===== config.mk =====
export PLATFORM = sky130hd
export DESIGN_NAME = rgmii_rx_framer_flat
export DESIGN_NICKNAME = d
export VERILOG_FILES = /design/src/rtl/eth_pkg.sv /design/src/rtl/rgmii_rx_framer_if.sv /design/src/rtl/rgmii_rx_framer_crc32_d8.sv /design/src/rtl/rgmii_rx_framer.sv /design/src/flat_wrapper.sv
export SDC_FILE = /design/constraint.sdc
export NUM_CORES = 1
export LEC_CHECK = 0
export ABC_AREA = 1
export BUFFER_PORTS_ARGS = -buffer_cell sky130_fd_sc_hd__buf_4
export CAP_MARGIN = 20
export CORE_MARGIN = 1
export CORE_UTILIZATION = 60
export DETAILED_ROUTE_END_ITERATION = 12
export GPL_ROUTABILITY_DRIVEN = 0
export HOLD_SLACK_MARGIN = 0.15
export PLACE_DENSITY = 0.77
export SETUP_SLACK_MARGIN = 0.5
export SLEW_MARGIN = 20
export SYNTH_ARGS = -nofsm -noshare
export SYNTH_HDL_FRONTEND = slang
export SYNTH_SLANG_ARGS = --single-unit

===== constraint.sdc =====
create_clock -name clock -period 5.6 [get_ports clock]
set_input_delay 1.12 -clock clock [delete_from_list [all_inputs] [get_ports clock]]
set_output_delay 1.12 -clock clock [all_outputs]
set_load 0.005 [all_outputs]

===== src/rtl/eth_pkg.sv =====
// Shared definitions for the Ethernet receive framer.
//   state_t      framer FSM state encoding
//   byte values  preamble and start-of-frame delimiter
//   CRC values   CRC-32 seed, generator polynomial and good-frame residue
package eth_pkg;

    typedef enum logic [1:0] {
        IDLE     = 2'd0,
        PREAMBLE = 2'd1,
        PAYLOAD  = 2'd2,
        DISCARD  = 2'd3
    } state_t;

    localparam logic [7:0]  PREAMBLE_BYTE = 8'h55;
    localparam logic [7:0]  SFD_BYTE      = 8'hD5;
    localparam logic [31:0] CRC_INIT      = 32'hFFFF_FFFF;
    localparam logic [31:0] CRC_POLY      = 32'h04C1_1DB7;
    // Register value after a frame plus its own correct FCS has been absorbed.
    localparam logic [31:0] CRC_RESIDUE   = 32'hC704_DD7B;

endpackage


===== src/rtl/rgmii_rx_framer_if.sv =====
// Receive stream bundle between the nibble demux, the framer and its consumer.
//   in_valid / in_dv / in_er / in_data   demuxed PHY receive signals
//   out_valid / out_data / out_sof / out_eof / out_crc_ok / out_err   framed payload
// Handshake: in_valid qualifies every in_* signal on the cycle it is high; there is
// no back-pressure on either side. out_valid is a single-cycle strobe and the
// consumer must take out_data on every cycle it is high; out_sof/out_eof/out_crc_ok/
// out_err are meaningful only while out_valid is high.
// modport slave  : the framer (consumes in_*, produces out_*)
// modport master : the upstream/downstream environment
interface rgmii_rx_framer_if;

    logic       in_valid;
    logic       in_dv;
    logic       in_er;
    logic [7:0] in_data;

    logic       out_valid;
    logic [7:0] out_data;
    logic       out_sof;
    logic       out_eof;
    logic       out_crc_ok;
    logic       out_err;

    modport master (
        output in_valid, in_dv, in_er, in_data,
        input  out_valid, out_data, out_sof, out_eof, out_crc_ok, out_err
    );

    modport slave (
        input  in_valid, in_dv, in_er, in_data,
        output out_valid, out_data, out_sof, out_eof, out_crc_ok, out_err
    );

endinterface


===== src/rtl/rgmii_rx_framer_crc32_d8.sv =====
// Combinational CRC-32 next-state for one byte.
//   crc_in   current CRC register
//   data     received byte; bit 0 is the first bit on the wire
//   crc_out  register value after absorbing the byte
// The register is kept in MSB-first form while data bits are consumed LSB first,
// which is the bit-reversed view of the reflected CRC; the good-frame residue in
// this form is CRC_RESIDUE.
module crc32_d8
    import eth_pkg::*;
(
    input  logic [31:0] crc_in,
    input  logic [7:0]  data,
    output logic [31:0] crc_out
);

    logic [31:0] c;

    always_comb begin
        c = crc_in;
        for (int i = 0; i < 8; i++) begin
            if (c[31] ^ data[i]) begin
                c = {c[30:0], 1'b0} ^ CRC_POLY;
            end else begin
                c = {c[30:0], 1'b0};
            end
        end
        crc_out = c;
    end

endmodule


===== src/rtl/rgmii_rx_framer.sv =====
// Ethernet receive framer for the PHY rx clock domain.
// Assembles bytes from a nibble (10/100) or byte (1000) stream, strips preamble
// and SFD, streams the frame (DA .. FCS) with SOF/EOF, checks the FCS, enforces
// length limits and counts good and bad frames.
//   clock, reset   PHY rx clock, synchronous active-high reset
//   speed_1Gbit    1 = byte stream, 0 = nibble stream; taken only while idle
//   rx             stream bundle (slave side)
//   active         high from SFD acceptance until the EOF beat
//   frame_cnt      frames ending with good FCS and no error (wraps)
//   err_cnt        frames ending with bad FCS or an error (wraps)
//   fsm_state      current framer state, for observation
module rgmii_rx_framer
    import eth_pkg::*;
#(
    parameter int MIN_PREAMBLE = 5,
    parameter int MIN_LEN      = 64,
    parameter int MAX_LEN      = 1522,
    parameter int CNT_W        = 16
) (
    input  logic             clock,
    input  logic             reset,
    input  logic             speed_1Gbit,
    rgmii_rx_framer_if.slave rx,
    output logic             active,
    output logic [CNT_W-1:0] frame_cnt,
    output logic [CNT_W-1:0] err_cnt,
    output state_t           fsm_state
);

    // Wide enough to hold the saturated value MAX_LEN+1.
    localparam int               LEN_W   = $clog2(MAX_LEN + 2);
    localparam logic [LEN_W-1:0] LEN_MAX = LEN_W'(MAX_LEN);
    localparam logic [LEN_W-1:0] LEN_MIN = LEN_W'(MIN_LEN);
    localparam logic [2:0]       PRE_MIN = 3'(MIN_PREAMBLE);

    state_t           state;
    logic             mode_1g;      // speed latched while idle
    logic             dv_q;         // in_dv on the last qualified cycle
    logic             nib_phase;    // 1 = low nibble captured, waiting for high
    logic [3:0]       nib_lo;
    logic [2:0]       pre_cnt;
    logic [7:0]       hold;
    logic             hold_valid;
    logic             first_beat;   // next emitted byte is the SOF
    logic             err_sticky;
    logic [LEN_W-1:0] len;
    logic [31:0]      crc;

    logic             byte_mode;
    logic             dv_on;
    logic             dv_rise;
    logic             dv_fall;
    logic             byte_done;
    logic [7:0]       byte_val;
    logic [2:0]       pre_base;
    logic [2:0]       pre_next;
    logic             sfd_hit;
    logic             eof_crc_ok;
    logic             eof_err;
    logic [31:0]      crc_next;

    crc32_d8 u_crc (
        .crc_in  (crc),
        .data    (byte_val),
        .crc_out (crc_next)
    );

    assign fsm_state = state;

    always_comb begin
        // While idle the live speed input decides how the first beat is assembled.
        byte_mode  = (state == IDLE) ? speed_1Gbit : mode_1g;
        dv_on      = rx.in_valid & rx.in_dv;
        dv_rise    = dv_on & ~dv_q;
        dv_fall    = rx.in_valid & ~rx.in_dv & dv_q;
        byte_done  = dv_on & (byte_mode | nib_phase);
        byte_val   = byte_mode ? rx.in_data : {rx.in_data[3:0], nib_lo};
        // A byte completing on the dv rising edge starts a fresh preamble count.
        pre_base   = (state == PREAMBLE) ? pre_cnt : 3'd0;
        sfd_hit    = byte_done && (byte_val == SFD_BYTE) && (pre_base >= PRE_MIN);
        if (byte_val == PREAMBLE_BYTE) begin
            pre_next = (pre_base == 3'd7) ? 3'd7 : pre_base + 3'd1;
        end else begin
            pre_next = 3'd0;
        end
        eof_crc_ok = (crc == CRC_RESIDUE);
        // A dangling nibble at dv fall means the frame was not byte aligned.
        eof_err    = err_sticky | (len < LEN_MIN) | (~mode_1g & nib_phase);
    end

    always_ff @(posedge clock) begin
        if (reset) begin
            state         <= IDLE;
            mode_1g       <= 1'b0;
            dv_q          <= 1'b0;
            nib_phase     <= 1'b0;
            nib_lo        <= 4'd0;
            pre_cnt       <= 3'd0;
            hold          <= 8'd0;
            hold_valid    <= 1'b0;
            first_beat    <= 1'b0;
            err_sticky    <= 1'b0;
            len           <= '0;
            crc           <= CRC_INIT;
            active        <= 1'b0;
            frame_cnt     <= '0;
            err_cnt       <= '0;
            rx.out_valid  <= 1'b0;
            rx.out_data   <= 8'd0;
            rx.out_sof    <= 1'b0;
            rx.out_eof    <= 1'b0;
            rx.out_crc_ok <= 1'b0;
            rx.out_err    <= 1'b0;
        end else begin
            rx.out_valid  <= 1'b0;
            rx.out_sof    <= 1'b0;
            rx.out_eof    <= 1'b0;
            rx.out_crc_ok <= 1'b0;
            rx.out_err    <= 1'b0;

            if (rx.in_valid) begin
                dv_q <= rx.in_dv;
            end
            if (state == IDLE) begin
                mode_1g <= speed_1Gbit;
            end

            // Nibble assembly; in_dv is only meaningful on qualified cycles.
            if (rx.in_valid & ~rx.in_dv) begin
                nib_phase <= 1'b0;
            end else if (dv_on & ~byte_mode) begin
                if (!nib_phase) begin
                    nib_lo <= rx.in_data[3:0];
                end
                nib_phase <= ~nib_phase;
            end

            case (state)
                IDLE: begin
                    if (dv_rise) begin
                        if (sfd_hit) begin
                            state      <= PAYLOAD;
                            crc        <= CRC_INIT;
                            len        <= '0;
                            hold_valid <= 1'b0;
                            first_beat <= 1'b1;
                            err_sticky <= 1'b0;
                            active     <= 1'b1;
                        end else begin
                            state   <= PREAMBLE;
                            pre_cnt <= byte_done ? pre_next : 3'd0;
                        end
                    end
                end

                PREAMBLE: begin
                    if (dv_fall) begin
                        state   <= IDLE;
                        pre_cnt <= 3'd0;
                    end else if (sfd_hit) begin
                        state      <= PAYLOAD;
                        crc        <= CRC_INIT;
                        len        <= '0;
                        hold_valid <= 1'b0;
                        first_beat <= 1'b1;
                        err_sticky <= 1'b0;
                        active     <= 1'b1;
                    end else if (byte_done) begin
                        pre_cnt <= pre_next;
                    end
                end

                PAYLOAD: begin
                    if (dv_fall) begin
                        state      <= IDLE;
                        active     <= 1'b0;
                        hold_valid <= 1'b0;
                        if (hold_valid) begin
                            rx.out_valid  <= 1'b1;
                            rx.out_data   <= hold;
                            rx.out_sof    <= first_beat;
                            rx.out_eof    <= 1'b1;
                            rx.out_crc_ok <= eof_crc_ok;
                            rx.out_err    <= eof_err;
                            if (eof_crc_ok & ~eof_err) begin
                                frame_cnt <= frame_cnt + CNT_W'(1);
                            end else begin
                                err_cnt <= err_cnt + CNT_W'(1);
                            end
                        end else begin
                            // SFD followed directly by dv fall: nothing to emit.
                            err_cnt <= err_cnt + CNT_W'(1);
                        end
                    end else begin
                        if (dv_on & rx.in_er) begin
                            err_sticky <= 1'b1;
                        end
                        if (byte_done) begin
                            if (len == LEN_MAX) begin
                                // Oversized: close the frame on the held byte and drop the rest.
                                state         <= DISCARD;
                                active        <= 1'b0;
                                hold_valid    <= 1'b0;
                                len           <= LEN_MAX + LEN_W'(1);
                                rx.out_valid  <= hold_valid;
                                rx.out_data   <= hold;
                                rx.out_sof    <= first_beat;
                                rx.out_eof    <= 1'b1;
                                rx.out_crc_ok <= eof_crc_ok;
                                rx.out_err    <= 1'b1;
                                err_cnt       <= err_cnt + CNT_W'(1);
                            end else begin
                                len        <= len + LEN_W'(1);
                                crc        <= crc_next;
                                hold       <= byte_val;
                                hold_valid <= 1'b1;
                                if (hold_valid) begin
                                    rx.out_valid <= 1'b1;
                                    rx.out_data  <= hold;
                                    rx.out_sof   <= first_beat;
                                    first_beat   <= 1'b0;
                                end
                            end
                        end
                    end
                end

                DISCARD: begin
                    if (dv_fall) begin
                        state <= IDLE;
                    end
                end

                default: state <= IDLE;
            endcase
        end
    end

endmodule

===== src/flat_wrapper.sv =====
// flat-port wrapper written by rule: the top's interface ports become plain ports
module rgmii_rx_framer_flat import eth_pkg::*;
#(
    parameter int MIN_PREAMBLE = 5,
    parameter int MIN_LEN      = 64,
    parameter int MAX_LEN      = 1522,
    parameter int CNT_W        = 16
)
  (clock, reset, speed_1Gbit, active, frame_cnt, err_cnt, fsm_state, rx_in_valid, rx_in_dv, rx_in_er, rx_in_data, rx_out_valid, rx_out_data, rx_out_sof, rx_out_eof, rx_out_crc_ok, rx_out_err);
  rgmii_rx_framer_if rx_i ();
  input  logic clock;
  input  logic reset;
  input  logic speed_1Gbit;
  output logic active;
  output logic [CNT_W-1:0] frame_cnt;
  output logic [CNT_W-1:0] err_cnt;
  output state_t fsm_state;
  input wire logic [$bits(rx_i.in_valid)-1:0] rx_in_valid;
  input wire logic [$bits(rx_i.in_dv)-1:0] rx_in_dv;
  input wire logic [$bits(rx_i.in_er)-1:0] rx_in_er;
  input wire logic [$bits(rx_i.in_data)-1:0] rx_in_data;
  output wire logic [$bits(rx_i.out_valid)-1:0] rx_out_valid;
  output wire logic [$bits(rx_i.out_data)-1:0] rx_out_data;
  output wire logic [$bits(rx_i.out_sof)-1:0] rx_out_sof;
  output wire logic [$bits(rx_i.out_eof)-1:0] rx_out_eof;
  output wire logic [$bits(rx_i.out_crc_ok)-1:0] rx_out_crc_ok;
  output wire logic [$bits(rx_i.out_err)-1:0] rx_out_err;
  assign rx_i.in_valid = rx_in_valid;
  assign rx_i.in_dv = rx_in_dv;
  assign rx_i.in_er = rx_in_er;
  assign rx_i.in_data = rx_in_data;
  assign rx_out_valid = rx_i.out_valid;
  assign rx_out_data = rx_i.out_data;
  assign rx_out_sof = rx_i.out_sof;
  assign rx_out_eof = rx_i.out_eof;
  assign rx_out_crc_ok = rx_i.out_crc_ok;
  assign rx_out_err = rx_i.out_err;
  rgmii_rx_framer #(.MIN_PREAMBLE(MIN_PREAMBLE), .MIN_LEN(MIN_LEN), .MAX_LEN(MAX_LEN), .CNT_W(CNT_W)) u_core (.clock(clock), .reset(reset), .speed_1Gbit(speed_1Gbit), .rx(rx_i), .active(active), .frame_cnt(frame_cnt), .err_cnt(err_cnt), .fsm_state(fsm_state));
endmodule

==> results of run 1 <==
## metal layers
layer,vias up,wire (um)
met5,-,0
li1,3558,-
met3,26,1390
met2,276,7840
met1,3182,8380
met4,0,297
## worst paths after layout
| kind | start | endpoint | slack [ns] | depth (start not counted) |
|---|---|---|---|---|
| worst max-delay path | speed_1Gbit | u_core.crc[23] | 2.45 | 14 |
| worst min-delay path | u_core.hold[6] | u_core.rx.out_data[6] | 0.45 | 2 |
| worst max register to register | u_core.fsm_state[0] | u_core.crc[23] | 2.63 | 12 |
| worst min register to register | u_core.hold[6] | u_core.rx.out_data[6] | 0.45 | 2 |
## power groups by stage
stage	registers [W]	clock network [W]	logic [W]
final	0.00104	0.000674	0.00229
after global routing	0.00106	0.000707	0.00256
after CTS	0.00104	0.000683	0.00223
after detailed placement	0.00106	0	0.00222
after global placement	0.00105	0	0.00221
after floorplan	0.00101	0	0.00180
## placed cells by master, fill, tap and decap left out, drive strengths merged
cell     count
xor2        29
nor3b        3
and2         1
o21ai       67
nor2        93
nor3        32
dfxtp      112
or2          3
nor4        12
inv        117
a21oi       95
ha           6
nand3b       2
bufinv       1
nand2      317
clkinv       5
o21bai       1
xnor2       12
a211oi       5
o311ai       1
buf         63
o2111ai      1
nand4       16
o211ai       9
and3         2
clkbuf      10
nand3       91
o21a         1
a31oi        1
## logic make-up after synthesis
family / after synthesis / synth area share, %
flops: 112 / 33.1
compound gates: 181 / 14.1
simple gates: 572 / 37.6
buf+inv: 147 / 8.82
fa+ha+maj: 6 / 1.11
xor+xnor: 41 / 5.30
## metrics by stage
| step | power [W] | hold WS, ns |
|---|---|---|
| after global placement | 0.00326 | 0.431 |
| after CTS | 0.00395 | 0.449 |
| after detailed placement | 0.00327 | 0.437 |
| after floorplan | 0.00281 | 0.420 |
| after global routing | 0.00432 | 0.478 |
| final | 0.00401 | 0.446 |
## critical path, stage by stage
cell	delay, ns
buf_4	0.12
inv_1	0.08
nand2_4	0.10
nand2_4	0.17
nand2_1	0.11
nand2_1	0.12
nand2_1	0.10
nor2_4	0.12
nand4_4	0.12
nand2_4	0.12
nand3_4	0.30
clkinv_2	0.50
o21ai_1	0.17
o21ai_1	0.15
## flip-flops by register name, summed over array words and instances (netlist names), 2 cells and up
name and cells:
u_core.nib_lo 4, u_core.hold 8, u_core.fsm_state 2, u_core.err_cnt 16, u_core.frame_cnt 16, u_core.crc 32, u_core.rx.out_data 8, u_core.len 11
u_core.pre_cnt 3
## layout make-up
class	instances	area [sq um]	share of cell area [%]
multi-input combinational	800	3940	52.0
sequential	112	2240	29.6
timing repair buffer	63	473	6.24
inverter	117	440	5.81
clock buffer	10	239	3.15
tap	140	175	2.31
clock inverter	6	66.3	0.875
==> results.md, run 1 <==
- The run finished with clean final reports.
- The combined global-route utilization of all metal layers is between 30% and 40%.
- The worst path uses 56.3% of the clock period.
- By startpoint and endpoint, the worst setup path is classified as in2reg.
- The layer with the highest usage after global routing is met2.
- The kind of capture point of the worst setup path is a flip-flop.
- A synthesized cell averages 6.40 sq um.
- The number of antenna violations at the first check in global routing came to 0.
- Setup repair after global routing left no endpoint under its margin.
- The detail route stage leaves a number of antenna-violating nets equal to 0.
- The total placed cells including tap cells is about 1.2k.
- Summed over all nets, the switching power comes to 0.00206 W.
- The floorplan step defined a die boundary enclosing approximately 12,000 sq um.
- Once the clock tree was built, the resizer swapped 0 gates to a different size.
- The CTS sink count is ~110.
- In this run, CTS created clock tree buffers numbering 9.
- The total cell area at the placement stage is approximately 7300 sq um.
- The initial detailed-routing violation count is ~720.
- The finished cells cover between 7000 and 8000 sq um.
- The power per unit of standard cell area is 529 nW/um^2.
- The count of input and output buffers is between 60 and 70.
- The number of detailed-route iterations in the first pass is 5.
- In the synthesized netlist the dominant register cell turns out to be dfxtp_1.
- The overall via count from detail_route is about 7k.
- The transition time at the pin with the least slew margin is approximately 0.86 ns.
- The static leakage power is 3.34 nW.
- In the final routed layout, each cell accounts on average for between 10 and 15 um.
- The clock period minus worst slack is ~3.2 ns.
- After synthesis, the cell types taking the most area are dfxtp_1 33%, nand2_1 16%, a21oi_1 7.0%.
- The cell area after technology mapping is 6780 sq um.
- The cell count after synthesis came out at between 1k and 1.5k.
- The yosys synthesis warning count is 0.
- For this block, the routed nets add up to between 15,000 and 20,000 um of wire.
- IR analysis of the VDD net gives a maximum drop of 372 uV.
- The clock tree from TritonCTS is yes.
- The share of Yosys cell area claimed by the top area cell type is 33.1%.
- The proportion of power drawn by the clock network is 16.8%.
- The largest fanout of any net on the critical path is 40.
- The proportion of layout cells with a drive suffix above 1 is between 10 and 15%.
- At the end of the flow the core is filled with cells to 69.3%.
- Counting flops and latches in the post-synthesis netlist gives 112.
- The internal cell power is 0.00195 W.
- Dividing the detail-routed via count by the number of cells gives around 5.6.
- The final-report setup violation count is 0.
- The detailed placement HPWL is about 13,000 um.
- The final total negative setup slack is 0 ns.
- Measured along the y axis, the die boundary spans 108 um.
- The number of violations of the max-capacitance limit is 0.
- The die is roughly 110 um wide.
- The initial utilization of the core area, before any placement, comes to between 60% and 70%.
- After detailed routing, the number of remaining DRC violations is 0.
- The worst slew margin relative to its limit is between 40 and 50%.
- The synthesis-to-finish area growth is 11.7%.
- The number of hold violations in the final report was 0.
- The hold buffer count at CTS is 0.
- The met2 track utilization from global routing is between 40% and 50%.
- Data on the critical path is required at its endpoint by between 5 and 6 ns.
- The worst-case clock buffer depth is 2.
- The sequential cell area fraction in the yosys report is roughly 33%.
- The tightest min-delay check is of the reg2reg type.
- The first global-routing pass estimated between 20,000 and 30,000 um of wire.
- Fill cells in the final layout number between 1k and 1.5k.
- STA classifies the critical path startpoint as a primary input.
- The post-CTS setup-driven buffer insertion count is 0.
- In this run the count of I/O pins placed on the die edge is 62.
- The net count of the mapped netlist is 1,079.
- The share of flip-flops with an asynchronous set or reset is 0%.
- After clock tree synthesis, the clock-pin slew on the worst setup and hold paths is around 0.08 ns.
- The synthesized netlist contains 43 unique library cells.
- The switching share of power is roughly half.
- The final layout contains between 1k and 1.5k nets.
- Per report_power, the combinational group accounts for a little under three fifths of the total.
- Global routing finished with a remaining overflow of 0.
- The tree is rooted in a clkbuf_16.
- The worst clock skew on the final layout is around 0.0077 ns.
- STA puts the critical path data arrival time at between 3 and 4 ns.
- CTS built an H-tree with a depth of 3.
- Global routing used around 6.6% of the available met3 tracks.
- The repair_antennas step left the layout with diodes totalling 0.
- The upper clock frequency limit is about 320 MHz.
- Counting flops with a built-in enable in the synthesized netlist gives 0.
- The final-report max-slew violation count is 0.
- The clock latency at the later pin of the worst-skew pair is 0.36 ns.
- For this run, the number of standard cells in the final layout without fillers is between 1k and 1.5k.
- The most common cell in the synthesized netlist is nand2_1.
- The total area inside the core boundary comes to 10,900 sq um.
- The post-route worst setup slack is approximately 2.4 ns.
- Counting instances in the post-synthesis netlist gives the leading cell types as 297 x nand2_1, 112 x dfxtp_1, 112 x inv_1, 95 x a21oi_1, 89 x nor2_1.
- Row generation in the floorplan step produced 38 rows.
- The proportion of power drawn by flip-flops and latches is a little over a quarter.
- For this run, global-route usage on met1 was measured as approximately 44%.
- Entering global routing, the biggest net connects 62 pins.
- OpenSTA, run right after detailed placement, puts the worst setup slack at between 2 and 2.5 ns.
- The cell type with the highest aggregate area in the netlist is dfxtp_1.
- The via count of the first global-routing pass is around 6.0k.
(Power assumes the default switching activity.)
==> run 2, diff against run 1 <==
==> constraint.sdc (replaced) <==
create_clock -name clock -period 3.14 [get_ports clock]
set_input_delay 0.628 -clock clock [delete_from_list [all_inputs] [get_ports clock]]
set_output_delay 0.628 -clock clock [all_outputs]
set_load 0.005 [all_outputs]
==> run 2 against run 1 <==
Compared with the run above:
- count of clock-buffer cells in the layout unchanged
- utilization up 0.77 points
- critical path depth up 1
- clock power up 87%
- flip-flop and latch count unchanged
- worst setup slack worse by 1.7 ns
- sequential share of layout area down 0.32 points
- final area up 1.1%
- register-to-register slack worse by 1.9 ns
- via count down 1.2%
- combinational power up 80%
- largest cell class unchanged
==> results.md, run 2 (synthesized netlist as in run 1, its figures left out) <==
- The flow ran to the end, and the final reports show no timing, DRC or antenna violations.
- TritonCTS built the clock tree.
- The tightest min-delay check is of the reg2reg type.
- The largest registers in the layout are u_core.crc: 32 flops, u_core.err_cnt: 16 flops, u_core.frame_cnt: 16 flops.
- The detailed placement HPWL was 12,900 um (+0.62%).
- The CTS sink count is 112 (unchanged).
- The static leakage power came to 3.35 nW (+0.52%).
- The total placed cells including tap cells is 1,238 (+0.49%).
- The power per unit of standard cell area came to 944 nW/um^2 (+79%).
- The depth of the worst register-to-register path came to 16 (+4).
- The share of the clock period used by the worst path after layout is between 70% and 80%.
- The utilization after layout came to 70.1% (+0.77 points).
- The via count of the first global-routing pass is 6,002 (-0.63%).
- The critical path arrival is 2.65 ns (-0.80 ns).
- The largest fanout of any net on the critical path is 14 (-65%).
- The worst clock skew on the final layout was 0.0118 ns (+0.00407 ns).
- The worst slew margin relative to its limit is 52.6% (+10 points).
- The total routed wirelength came to 17,800 um (-0.63%).
- The library cells used most frequently in the layout, excluding fill and tap cells, are 296 x nand2_1, 112 x dfxtp_1, 111 x inv_1.
- The count of input and output buffers is 61 (unchanged).
- Setup repair after global routing could not meet its margin everywhere.
- The number of rows in the core area is 38 (unchanged).
- The proportion of layout cells with a drive suffix above 1 is 11.0% (+0.57 points).
- Ranked by flip-flop count, first place goes to u_core.crc.
- The final-report setup violation count was 0 (unchanged).
- The wire length of the first global-routing pass came to 28,700 um (-1.4%).
- The flip-flop count of the largest register, all copies and words added is 32 (unchanged).
- The clock period minus worst slack is 2.41 ns.
- The initial detailed-routing violation count was 688 (-5.0%).
- The most common cell after layout, fill and taps aside is nand2_1.
- The clock latency at the later pin of the worst-skew pair is 0.37 ns (about the same).
- The clock transition time at the flip-flop clock pins of the worst setup and hold paths is 0.07 ns (about the same).
- The number of hold violations in the final report is 0 (unchanged).
- The transition time at the pin with the least slew margin is 0.711 ns (-0.147 ns).
- The wire length per cell was 14.2 um (-1.1%).
- The worst hold path begins at u_core.hold[6].
- The number of placed I/O pins is 62 (unchanged).
- The number of nets at the end of the flow is 1,129 (+0.53%).
- The die width is 108 um (unchanged).
- The overall power was 0.00723 W (+81%).
- The overall via count from detail_route was 6,958 (-1.2%).
- The placeable core region is 10,900 sq um (unchanged).
- The number of antenna violations at the first check in global routing is 0 (unchanged).
- The pin count of the biggest net entering global routing is 41 (-34%).
- The worst-case clock buffer depth was 2 (unchanged).
- The DRC violation count after routing is 0 (unchanged).
- The height of the die came to 108 um (unchanged).
- The post-CTS setup-driven buffer insertion count is 0 (unchanged).
- The initial cell density of the core is 62.0% (unchanged).
- The number of detailed-route iterations in the first pass is 7 (+2).
- The root buffer cell chosen for the clock tree is clkbuf_16.
- Relative to the synthesized area, the layout overhead comes to 13.0%.
- The worst setup path is launched from a primary input.
- The combined global-route utilization of all metal layers is 31.2% (-0.42 points).
- The number of buffers created by CTS is 9 (unchanged).
- The final total negative setup slack was 0 ns (unchanged).
- The cell count of the worst hold path is 2 (unchanged).
- The endpoint of the most critical register-to-register path is u_core.crc[5].
- The capture endpoint of the worst hold path is u_core.rx.out_data[6].
- The worst setup path is of the in2reg kind.
- The worst register-to-register path begins at u_core.fsm_state[0].
- The remaining antenna violation count is 0 (unchanged).
- The count of H-tree levels built during CTS is 3 (unchanged).
- The worst setup path is captured at a flip-flop.
- The count of antenna diodes in the layout came to 0 (unchanged).
- The sum of overflow across all layers after global routing is 0 (unchanged).
- The data required time at the worst endpoint is 3.38 ns (-2.51 ns).
- The upper clock frequency limit is 415 MHz.
- The die footprint is 11,700 sq um (unchanged).
- The count of fill cells added during filler insertion is 986 (-2.6%).
- The count of non-filler cells in the finished layout came to 1,254 (+0.48%).
- The maximum ir drop on the vdd rail is 713 uV (+92%).
- The number of violations of the max-capacitance limit is 0 (unchanged).
- The final-report max-slew violation count was 0 (unchanged).
- The detailed-route vias per instance was 5.55 (-1.7%).
- The register-to-register setup slack is 0.74 ns (-1.89 ns).
[run 2: cell count changes in the layout (fill, tap and decap cells not counted), sizes merged]
cell      change
buf           +6
bufinv        +1
clkinv        -2
clkinvlp      +3
inv           -2
[run 2: through the flow]
step | instance area [sq um] | worst slack, ns | hold WS, ns
2_1_floorplan | 6780 | 0.987 | 0.420
3_3_place_gp | 7330 | 0.461 | 0.431
4_1_cts | 7650 | 0.685 | 0.447
3_5_place_dp | 7330 | 0.434 | 0.435
5_1_grt | 7660 | 0.405 | 0.477
6_report | 7660 | 0.729 | 0.449
[run 2: metal layers]
layer / routed length [um] / global-route usage (%) / part of all wire (%)
met2: 7710 / 48.0 / 43
met1: 8540 / 43.6 / 48
met5: 0 / 0 / 0
met4: 308 / 9.65 / 1.7
met3: 1230 / 6.51 / 6.9
[run 2: worst max-delay path by stage]
stage                          to  slack, ns                 from  depth (start not counted)
2_1_floorplan  u_core.err_cnt[10]       0.99             rx_in_dv                         12
5_1_grt         u_core.err_cnt[6]       0.41             rx_in_dv                         14
3_5_place_dp    u_core.err_cnt[6]       0.43             rx_in_dv                         14
3_3_place_gp    u_core.err_cnt[6]       0.46             rx_in_dv                         14
4_1_cts         u_core.err_cnt[6]       0.68  u_core.fsm_state[1]                         15
6_report        u_core.err_cnt[6]       0.73             rx_in_dv                         15
[run 2: area by class of cell]
| class | instances | area, sq um | share of cell area [%] |
|---|---|---|---|
| repair buffers | 69 | 531 | 6.92 |
| multi-input cells | 800 | 3940 | 51.5 |
| well taps | 140 | 175 | 2.29 |
| clock inverters | 6 | 92.6 | 1.21 |
| clock buffers | 10 | 229 | 2.99 |
| inverters | 117 | 448 | 5.85 |
| flip-flops and latches | 112 | 2240 | 29.3 |
[run 2: worst max-delay path: stages]
cell and delay (ns):
buf_4 0.11, inv_1 0.04, nand2_1 0.06, nor2_1 0.16
clkinv_1 0.25, nor2_1 0.23, inv_1 0.08, nor2_1 0.11
nand3_1 0.13, nand3_2 0.24, clkinvlp_4 0.30, nand2_1 0.15
nand2_1 0.06, inv_1 0.05, nor3_1 0.03
[run 2: timing repair]
action | in CTS | in global routing
gates resized for setup | 1 | 3
endpoints found under the setup margin | 1 | 19
hold buffers | 0 | 0
[run 2: where the power goes]
group | internal (W) | switching [W] | leakage [nW]
Clock | 0.000705 | 0.000557 | 0.149
Sequential | 0.00163 | 0.000225 | 0.909
Combinational | 0.00123 | 0.00289 | 2.30
Total | 0.00356 | 0.00367 | 3.35
